<file path="config.mk">
export PLATFORM = sky130hd
export DESIGN_NAME = xbar_ch_rob
export DESIGN_NICKNAME = d
export VERILOG_FILES = /design/src/rtl/xbar_pkg.sv /design/src/rtl/xbar_rob_wr_sel.sv /design/src/rtl/xbar_ch_rob.sv
export SDC_FILE = /design/constraint.sdc
export NUM_CORES = 2
export LEC_CHECK = 0
export ABC_AREA = 1
export CORE_ASPECT_RATIO = 2
export CORE_UTILIZATION = 55
export CTS_BUF_LIST = sky130_fd_sc_hd__clkbuf_4
export DETAILED_ROUTE_END_ITERATION = 7
export GPL_ROUTABILITY_DRIVEN = 0
export PLACE_DENSITY = 0.85
export SETUP_SLACK_MARGIN = 0.3
export SYNTH_ARGS = -nofsm -noshare
export SYNTH_HDL_FRONTEND = slang
export SYNTH_SLANG_ARGS = --single-unit
</file>
<file path="constraint.sdc">
create_clock -name clk_i -period 6.01 [get_ports clk_i]
set_clock_uncertainty 0.15 [all_clocks]
set_input_delay 1.202 -clock clk_i [delete_from_list [all_inputs] [get_ports clk_i]]
set_output_delay 1.202 -clock clk_i [all_outputs]
set_load 0.02 [all_outputs]
</file>
<file path="src/rtl/xbar_pkg.sv">
// Shared types and widths for the crossbar response path.
package xbar_pkg;

    localparam int unsigned ROB_NUM_W   = 3;
    localparam int unsigned CH_ID_W     = 2;
    localparam int unsigned XBAR_DATA_W = 128;

    typedef enum logic [1:0] {
        FREE = 2'b00,
        PEND = 2'b01,
        DONE = 2'b10
    } rob_state_e;

endpackage

</file>
<file path="src/rtl/xbar_rob_wr_sel.sv">
// Per-entry write selection: picks the lowest-index bank port whose response
// targets each ROB entry and flags when more than one port hits the same entry.
module xbar_rob_wr_sel
    import xbar_pkg::*;
#(
    parameter int unsigned CH_ID     = 0,
    parameter int unsigned NUM_BANKS = 2,
    parameter int unsigned DEPTH     = 8,
    parameter int unsigned DATA_W    = XBAR_DATA_W
) (
    input  logic [NUM_BANKS-1:0]           valid_i,
    input  logic [CH_ID_W*NUM_BANKS-1:0]   ch_id_i,
    input  logic [ROB_NUM_W*NUM_BANKS-1:0] rob_num_i,
    input  logic [DATA_W*NUM_BANKS-1:0]    data_i,
    output logic [DEPTH-1:0]               wr_en_o,
    output logic [DEPTH*DATA_W-1:0]        wr_data_o,
    output logic                           collision_o
);

    logic [NUM_BANKS-1:0]            match;
    logic [DEPTH-1:0][NUM_BANKS-1:0] hit;
    logic [DEPTH-1:0]                coll;

    // Scanning from the top down lets the lowest-index hit overwrite the rest.
    function automatic logic [DATA_W-1:0] pick(
        input logic [NUM_BANKS-1:0]        h,
        input logic [DATA_W*NUM_BANKS-1:0] d
    );
        pick = '0;
        for (int b = NUM_BANKS - 1; b >= 0; b--) begin
            if (h[b]) begin
                pick = d[b*DATA_W +: DATA_W];
            end
        end
    endfunction

    generate
        for (genvar gb = 0; gb < NUM_BANKS; gb++) begin : g_match
            assign match[gb] = valid_i[gb]
                && (ch_id_i[gb*CH_ID_W +: CH_ID_W] == CH_ID_W'(CH_ID));
        end

        for (genvar gi = 0; gi < DEPTH; gi++) begin : g_entry
            for (genvar gb = 0; gb < NUM_BANKS; gb++) begin : g_port
                assign hit[gi][gb] = match[gb]
                    && (rob_num_i[gb*ROB_NUM_W +: ROB_NUM_W] == ROB_NUM_W'(gi));
            end
            assign wr_en_o[gi]                    = |hit[gi];
            assign coll[gi]                       = (hit[gi] & (hit[gi] - NUM_BANKS'(1))) != '0;
            assign wr_data_o[gi*DATA_W +: DATA_W] = pick(hit[gi], data_i);
        end
    endgenerate

    assign collision_o = |coll;

endmodule

</file>
<file path="src/rtl/xbar_ch_rob.sv">
// Per-channel reorder buffer: captures out-of-order bank responses by tag and
// releases them to the channel strictly in allocation order.
module xbar_ch_rob
    import xbar_pkg::*;
#(
    parameter int unsigned CH_ID     = 0,
    parameter int unsigned NUM_BANKS = 2,
    parameter int unsigned DEPTH     = 8,
    parameter int unsigned DATA_W    = XBAR_DATA_W
) (
    input  logic                           clk_i,
    input  logic                           rst_i,
    input  logic                           alloc_req_i,
    output logic                           alloc_gnt_o,
    output logic [ROB_NUM_W-1:0]           alloc_rob_num_o,
    input  logic [NUM_BANKS-1:0]           bank_rsp_valid_i,
    input  logic [CH_ID_W*NUM_BANKS-1:0]   bank_rsp_ch_id_i,
    input  logic [ROB_NUM_W*NUM_BANKS-1:0] bank_rsp_rob_num_i,
    input  logic [DATA_W*NUM_BANKS-1:0]    bank_rsp_data_i,
    output logic                           rob_rsp_valid_o,
    input  logic                           rob_rsp_ready_i,
    output logic [ROB_NUM_W-1:0]           rob_rsp_rob_num_o,
    output logic [DATA_W-1:0]              rob_rsp_data_o,
    output logic [ROB_NUM_W:0]             rob_count_o,
    output logic                           rob_full_o,
    output logic                           rob_empty_o,
    output logic                           rob_err_o
);

    localparam int unsigned PTR_W = ROB_NUM_W + 1;

    rob_state_e           state_q [DEPTH];
    rob_state_e           state_d [DEPTH];
    logic [PTR_W-1:0]     head_q, head_d;
    logic [PTR_W-1:0]     tail_q, tail_d;
    logic                 err_q, err_d;
    logic [DATA_W-1:0]    mem_q [DEPTH];

    logic [DEPTH-1:0]        wr_hit;
    logic [DEPTH-1:0]        wr_ok;
    logic [DEPTH*DATA_W-1:0] wr_data;
    logic                    collision;
    logic [PTR_W-1:0]        count;
    logic                    full, gnt, pop, head_done;
    logic [ROB_NUM_W-1:0]    head_idx, tail_idx;

    xbar_rob_wr_sel #(
        .CH_ID     (CH_ID),
        .NUM_BANKS (NUM_BANKS),
        .DEPTH     (DEPTH),
        .DATA_W    (DATA_W)
    ) u_wr_sel (
        .valid_i     (bank_rsp_valid_i),
        .ch_id_i     (bank_rsp_ch_id_i),
        .rob_num_i   (bank_rsp_rob_num_i),
        .data_i      (bank_rsp_data_i),
        .wr_en_o     (wr_hit),
        .wr_data_o   (wr_data),
        .collision_o (collision)
    );

    assign head_idx  = head_q[ROB_NUM_W-1:0];
    assign tail_idx  = tail_q[ROB_NUM_W-1:0];
    assign count     = tail_q - head_q;
    assign full      = (count == PTR_W'(DEPTH));
    // Full is taken from registered pointers, so a same-cycle pop never frees a slot for alloc.
    assign gnt       = alloc_req_i & ~full;
    assign head_done = (state_q[head_idx] == DONE);
    assign pop       = head_done & rob_rsp_ready_i;

    always_comb begin
        state_d = state_q;
        err_d   = err_q | collision;
        wr_ok   = '0;
        head_d  = head_q + PTR_W'(pop);
        tail_d  = tail_q + PTR_W'(gnt);
        for (int e = 0; e < DEPTH; e++) begin
            // Only PEND entries accept data; FREE or DONE targets are protocol errors.
            if (wr_hit[e]) begin
                if (state_q[e] == PEND) begin
                    wr_ok[e]   = 1'b1;
                    state_d[e] = DONE;
                end else begin
                    err_d = 1'b1;
                end
            end
            if (gnt && (tail_idx == ROB_NUM_W'(e))) begin
                state_d[e] = PEND;
            end
            if (pop && (head_idx == ROB_NUM_W'(e))) begin
                state_d[e] = FREE;
            end
        end
    end

    always_ff @(posedge clk_i or negedge rst_i) begin
        if (!rst_i) begin
            for (int e = 0; e < DEPTH; e++) begin
                state_q[e] <= FREE;
            end
            head_q <= '0;
            tail_q <= '0;
            err_q  <= 1'b0;
        end else begin
            state_q <= state_d;
            head_q  <= head_d;
            tail_q  <= tail_d;
            err_q   <= err_d;
        end
    end

    generate
        for (genvar gi = 0; gi < DEPTH; gi++) begin : g_mem
            always_ff @(posedge clk_i) begin
                if (wr_ok[gi]) begin
                    mem_q[gi] <= wr_data[gi*DATA_W +: DATA_W];
                end
            end
        end
    endgenerate

    assign alloc_gnt_o       = gnt;
    assign alloc_rob_num_o   = tail_idx;
    assign rob_rsp_valid_o   = head_done;
    assign rob_rsp_rob_num_o = head_idx;
    // Storage is not reset, so data is masked until the head entry is DONE.
    assign rob_rsp_data_o    = head_done ? mem_q[head_idx] : '0;
    assign rob_count_o       = count;
    assign rob_full_o        = full;
    assign rob_empty_o       = (count == '0);
    assign rob_err_o         = err_q;

endmodule

</file>
Yosys cells after proc, flatten, opt, wreduce, memory -nomap -nowiden
Memories as Yosys holds them, arrays and structs flattened.
Index checks and enable logic that the tools add are counted.

operators by class
  shifts and indexed selects = 0
  div/mod/pow operators = 0
  bitwise gates (word level) = 13
  equality and inequality tests = 38
  multipliers = 0
  add/sub/neg operators = 11
  mux-type cells = 100
  reductions and logical operators = 82
  order comparisons = 1

operators by type and width
  kind                                                       count
  two-way mux 128 bit                                        17
  two-way mux 2 bit                                          34
  == test 3 bit (second input constant)                      16
  two-way mux 1 bit                                          48
  nonzero test 3 bit                                         16
  logical AND 1 bit                                          34
  == test 3 x 2 -> 1 bit (second input constant)             8
  bitwise AND 2 bit                                          8
  == test 2 x 1 -> 1 bit (second input constant)             8
  AND reduction 2 bit                                        8
  nonzero test 2 bit                                         8
  OR reduction 2 bit                                         8
  subtractor 2 x 1 -> 2 bit (second input constant)          8
  == test 3 x 1 -> 1 bit (second input constant)             4
  zero test 3 bit                                            4
  adder 4 x 1 -> 4 bit                                       2
  OR reduction 8 bit                                         1
  binary-select mux 2 bit (select 3 bit)                     1
  == test 4 bit (second input constant)                      1
  greater-or-equal comparator 4 bit (second input constant)  1
  zero test 2 bit                                            2
  zero test 4 bit                                            1
  NOT 3 -> 4 bit                                             1
  subtractor 4 bit                                           1
  other kinds (4)                                            5

storage, ports and cells
  RAM bits = 1,024
  output and inout bits = 143
  bits in read-only memories = 0
  bits of input ports = 272
  latch bits = 0
  bits in registers = 25
  memories = 1
  word-level logic and storage cells = 257

memory list
  name   words  width  read ports  clocked after Yosys merged registers in  wr ports  line               source
  mem_q  8      128    1           0                                        8         xbar_ch_rob.sv:37  logic [DATA_W-1:0] mem_q [DEPTH];

Logic depth before layout (Yosys ltp)
  depth after elaboration = 24
  mapped depth = 14

Cells and area by module
A second synthesis with hierarchy kept.

second synthesis, totals
  cells, all modules = 4,999
  area total of the unflattened synthesis = 51,778.4 sq um

by module, submodules not included
  module           area an instance (sq um)  seq. area each (sq um)  cells an instance  instances
  xbar_ch_rob      41,453.5                  31,375.1                3,131              1
  xbar_rob_wr_sel  10,324.9                  0.0                     1,868              1

Worst setup path after synthesis
OpenSTA, ideal clock, no wires.

  path kind = input-to-reg
  start point = input bank_rsp_ch_id_i[0]
  end point = memory mem_q[4][0] (netlist name), enable pin
  buffers on the path = 0
  slack = -1.865 ns
  data arrival time = 7.106 ns
  data required time = 5.241 ns
  cell stages on the path = 7
  cells stage by stage = inv_1 nand2_1 nor2_1 nand2_1 nand2_1 inv_1 nor2_1

RTL lines
  element          line               source
  start, declared  xbar_ch_rob.sv:17  input logic [CH_ID_W*NUM_BANKS-1:0] bank_rsp_ch_id_i,
  end, declared    xbar_ch_rob.sv:37

Final worst setup path
  start point = register head_q[0]
  end point = output rob_rsp_data_o[72]

on the way
  longest elaborated chain between the ends = 6
  elaborated cells on any way between the ends = 7
  those cells by class = eq/ne (1); mux (4); bitwise (1); memory (1)

RTL lines
  element                                               line                source
  start, declared                                       xbar_ch_rob.sv:34   logic [PTR_W-1:0] head_q, head_d;
  start signal, assigned                                xbar_ch_rob.sv:101  head_q <= '0;
  start signal, assigned                                xbar_ch_rob.sv:106  head_q <= head_d;
  NOT 3 -> 4 bit (implied by the code)                  xbar_ch_rob.sv:68   assign head_done = (state_q[head_idx] == DONE);
  binary-select mux 2 bit (select 3 bit)                xbar_ch_rob.sv:68
  two-way mux 2 bit (implied by the code) (2 in a row)  xbar_ch_rob.sv:68
  == test 2 bit                                         xbar_ch_rob.sv:68
  two-way mux 128 bit *                                 xbar_ch_rob.sv:127  assign rob_rsp_data_o = head_done ? mem_q[head_idx] : '0;
  end, declared                                         xbar_ch_rob.sv:23   output logic [DATA_W-1:0] rob_rsp_data_o,

Every way passes the cells marked *; elsewhere a longest branch is shown, timed or not. The select of a mux whose other input is x is not followed.

==> impl_table.tex <==
\begin{tabular}{lr}
\hline
Metric & Value \\
\hline
\multicolumn{2}{l}{\textbf{Critical path}} \\
\quad Cell with the largest stage delay on the worst path & dfrtp\_4 \\
\quad Worst-case register-to-register setup slack & between 2 and 3 ns \\
\quad Endpoint kind of the worst setup timing path & primary output \\
\quad Peak fanout along the critical path & 53 \\
\quad Capture instance of the worst register-to-register path & tail\_q[2] \\
\quad Required arrival time at the worst endpoint & 4.66 ns \\
\quad Cell family with the largest share of critical-path delay & buffers and inverters \\
\quad CP Launch Type & flip-flop \\
\quad Critical Setup Path Class & reg2out \\
\quad Worst path cell trace & buf\_16 > buf\_8 > nor2\_1 > o21ai\_0 > o221ai\_1 > nand2\_1 > nand2\_1 > nor2\_1 > clkdlybuf4s50\_1 \\
\quad Number of cell instances on the worst register-to-register path & 11 \\
\quad Critical Path Max Stage Delay & 0.65 ns \\
\quad Arrival time worst endpoint & around 4.4 ns \\
\quad Reg-to-reg critical path startpoint & head\_q[0] \\
\quad Sum of buffers and inverters on the critical path & 3 \\
\multicolumn{2}{l}{\textbf{Routing}} \\
\quad Post-detailed-route count of antenna-violating nets & 0 \\
\quad Via count & 44.2k \\
\quad Pre-Repair DR Iteration Count & 7 \\
\quad DRT Wirelength & 175 mm \\
\quad Avg WL per Cell & $\sim$28 um \\
\quad Drc violations & 7 \\
\quad Via count normalized by instance count & a little over 7 \\
\quad Count of routing violations after the opening detailed-route iteration & $\sim$7.6k \\
\multicolumn{2}{l}{\textbf{Synthesis}} \\
\quad Leading area contributor after synthesis & edfxtp\_1 \\
\quad Most used DFF post-synth & edfxtp\_1 \\
\quad Compound-cell area share of the yosys netlist & 0.202 \\
\quad Multiplexer share of the synthesized area & 0 \\
\quad Count of unique library cells instantiated by Yosys & 31 \\
\quad Synth area leaders & edfxtp\_1 62\%, o22ai\_1 13\%, nor2\_1 5.2\% \\
\quad Total number of yosys warnings & 0 \\
\quad Sequential cell area fraction in the yosys report & 0.631 \\
\quad Main combinational cell family by area after synthesis & compound AO/OA/AOI/OAI gates \\
\quad Mapped Cells & 4625 \\
\quad Top cell type's share of synthesized area & 0.618 \\
\quad Post-Synth Simple-Gate Area & 0.100 \\
\quad Synthesized area & 0.0497 mm2 \\
\quad Average cell area after synthesis & 10.8 um2 \\
\quad Xor and xnor fraction of the mapped netlist area & 0.000881 \\
\quad Fraction of the mapped netlist area in adder cells & 0.00216 \\
\quad Number of flops mapped to enable cells by yosys & about 1.0k \\
\quad Async set or reset register ratio after synthesis & 0.0238 \\
\quad FF+latch count, synth & 1049 \\
\quad Syn\_nets & 4905 \\
\multicolumn{2}{l}{\textbf{GRT}} \\
\quad Largest net degree at the start of global routing & 226 \\
\quad Vias in the first global route & between 40k and 50k \\
\quad Total GRT Usage & 0.370 \\
\quad Initial antenna violation count & 8 \\
\quad Total global routing overflow & 0 \\
\quad Wire length of the first global-routing pass & 256 mm \\
\multicolumn{2}{l}{\textbf{Cells and area}} \\
\quad Cell area after layout & 0.0576 mm2 \\
\quad Post-layout net count & 5203 \\
\quad Most frequent cells in the layout & 1024 x o22ai\_1, 1024 x edfxtp\_1, 680 x nor2\_1, 490 x nand2\_1, 414 x clkdlybuf4s50\_1 \\
\quad Share of layout cells above drive strength 1 & 0.0954 \\
\quad Area overhead of the layout relative to synthesis & 15.8\% \\
\multicolumn{2}{l}{\textbf{CTS}} \\
\quad Depth of the CTS H-tree & 4 \\
\quad Clock transition time at the flip-flop clock pins of the worst setup and hold paths & 0.08 ns \\
\quad CTS tree & yes \\
\quad Number of clock buffers inserted by TritonCTS & approximately 220 \\
\quad Master cell of the clock root buffer & clkbuf\_4 \\
\quad Maximum clock insertion buffer count & 3 \\
\quad Sink Count & 1049 \\
\quad Insertion delay to the later sink of the worst-skew pair & 1.17 ns \\
\multicolumn{2}{l}{\textbf{Run status}} \\
\quad Status & finished with violations \\
\quad Violated checks & DRC \\
\multicolumn{2}{l}{\textbf{Placed design}} \\
\quad Total placed instance area & between 0.05 and 0.06 mm2 \\
\quad Port buffer count & 414 \\
\quad Half-perimeter wire length after placement & 94.4 mm \\
\multicolumn{2}{l}{\textbf{Timing}} \\
\quad Worst-margin pin slew & 1.28 ns \\
\quad Worst slew margin & 0.148 \\
\quad Number of pins exceeding their max-slew limit in the final report & 0 \\
\quad Unrepaired setup endpoints after global routing & true \\
\quad Peak clock frequency supported by timing & between 150 and 200 MHz \\
\quad Total of endpoints with negative setup slack in the final report & 0 \\
\quad Final-layout setup total negative slack & 0 ns \\
\quad Time the worst path needs with I/O delays and setup & roughly 5.7 ns \\
\quad Post-route fraction of the period consumed by the critical path & 0.949 \\
\quad Final Hold Vio Count & 0 \\
\multicolumn{2}{l}{\textbf{Power and ir drop}} \\
\quad Leakage power & 20.2 nW \\
\quad Maximum VDD drop & around 540 uV \\
\quad Power density over the cells & approximately 390 mW/mm2 \\
\multicolumn{2}{l}{\textbf{Run}} \\
\quad Maximum capacitance violations & 0 \\
\multicolumn{2}{l}{\textbf{Floorplan}} \\
\quad Placement row count & roughly 160 \\
\quad Core region area & 0.0894 mm2 \\
\quad Die extent in y & 427 um \\
\quad Die Width & 215 um \\
\quad Die ar. & a little over 0.09 mm2 \\
\quad Initial core utilization & 0.556 \\
\quad Count of pins on the block boundary & 415 \\
\multicolumn{2}{l}{\textbf{Hold path}} \\
\quad HP Class & in2async \\
\hline
\end{tabular}
==> layout make-up <==
cell class / instances / area [um2]
tap: 1177 / 1470
timing repair buffer: 496 / 5190
clock buffer: 313 / 2350
multi-input combinational: 2834 / 15300
antenna: 8 / 20.0
inverter: 323 / 1270
clock inverter: 78 / 537
fill: 6588 / 31800
sequential: 1049 / 31400
==> where the power goes <==
part,internal [mW],switching [mW],leakage [nW]
logic,2.71,6.06,8.78
clock network,2.68,2.86,1.70
registers,8.16,0.176,9.75
total,13.6,9.10,20.2
==> cells in the mapped netlist, types with 20 or more instances <==
cell / n
buf_2: 173
nand3_1: 36
nand2_1: 502
o221ai_1: 256
o21ai_0: 274
clkbuf_1: 190
buf_1: 29
dfrtp_1: 25
inv_1: 320
nor2_1: 687
edfxtp_1: 1024
nor2_4: 20
o22ai_1: 1024
==> logic make-up (layout without fill, tap and decap cells) <==
logic type | after synthesis | after routing
compound gates | 1555 | 1555
fa+ha+maj | 8 | 8
xor+xnor | 5 | 5
flops | 1049 | 1049
simple gates | 1265 | 1266
buf+inv | 743 | 1210
other cells | 0 | 8
==> state kept, by name, summed over array words and instances, names as in the netlist <==
register / cells
mem_q: 1024
rob_err_o: 1
tail_q: 4
state_q: 16
head_q: 4
==> metal layers <==
layer  wire length (um)  global-route usage  up-vias
met3              24800              0.0863      919
li1                   -                   -    18300
met5                 38                   0        -
met1              54600               0.429    20500
met2              83700               0.608     4504
met4              11500               0.260        6
==> how the worst max path moves through the flow <==
stage                                   start                  to  slack (ns)  cells after the start
after floorplan           bank_rsp_ch_id_i[0]         mem_q[4][0]        0.35                      7
final                               head_q[0]  rob_rsp_data_o[72]        0.31                      9
after global placement              head_q[1]  rob_rsp_data_o[39]        0.99                     11
after global routing                head_q[0]  rob_rsp_data_o[72]        0.26                      9
after CTS                           head_q[1]  rob_rsp_data_o[52]        0.23                     11
after detailed placement            head_q[1]  rob_rsp_data_o[52]        0.88                     11
==> repair_timing <==
item | CTS | global route
resized for setup | 14 | 9
gates cloned | 1 | 1
setup buffers | 1 | 1
pin swaps | 1 | 0
endpoints found under the setup margin | 128 | 72
hold buffers | 0 | 0
==> metrics by stage <==
step | setup WS (ns) | power [mW] | hold slack (ns) | cells | util
after floorplan | 0.352 | 13.7 | 0.378 | 4625 | -
after global placement | 0.993 | 16.7 | 0.395 | 5875 | 0.610
after detailed placement | 0.880 | 16.8 | 0.418 | 5875 | 0.610
after CTS | 0.232 | 22.3 | 0.228 | 6268 | 0.643
after global routing | 0.265 | 23.4 | 0.314 | 6275 | 0.644
final | 0.308 | 22.7 | 0.281 | 6278 | 0.644
==> worst register-to-register path, cell delays in order (launching register included) <==
cell and delay, ns:
dfrtp_4 0.64, buf_16 0.29, ha_1 0.29, fa_1 0.56
nand2_1 0.09, nor2_1 0.13, nand3_2 0.23, nand2_1 0.12
inv_1 0.07, ha_1 0.23, ha_1 0.19, xor2_1 0.14
Power figures use the tool's default switching activity.
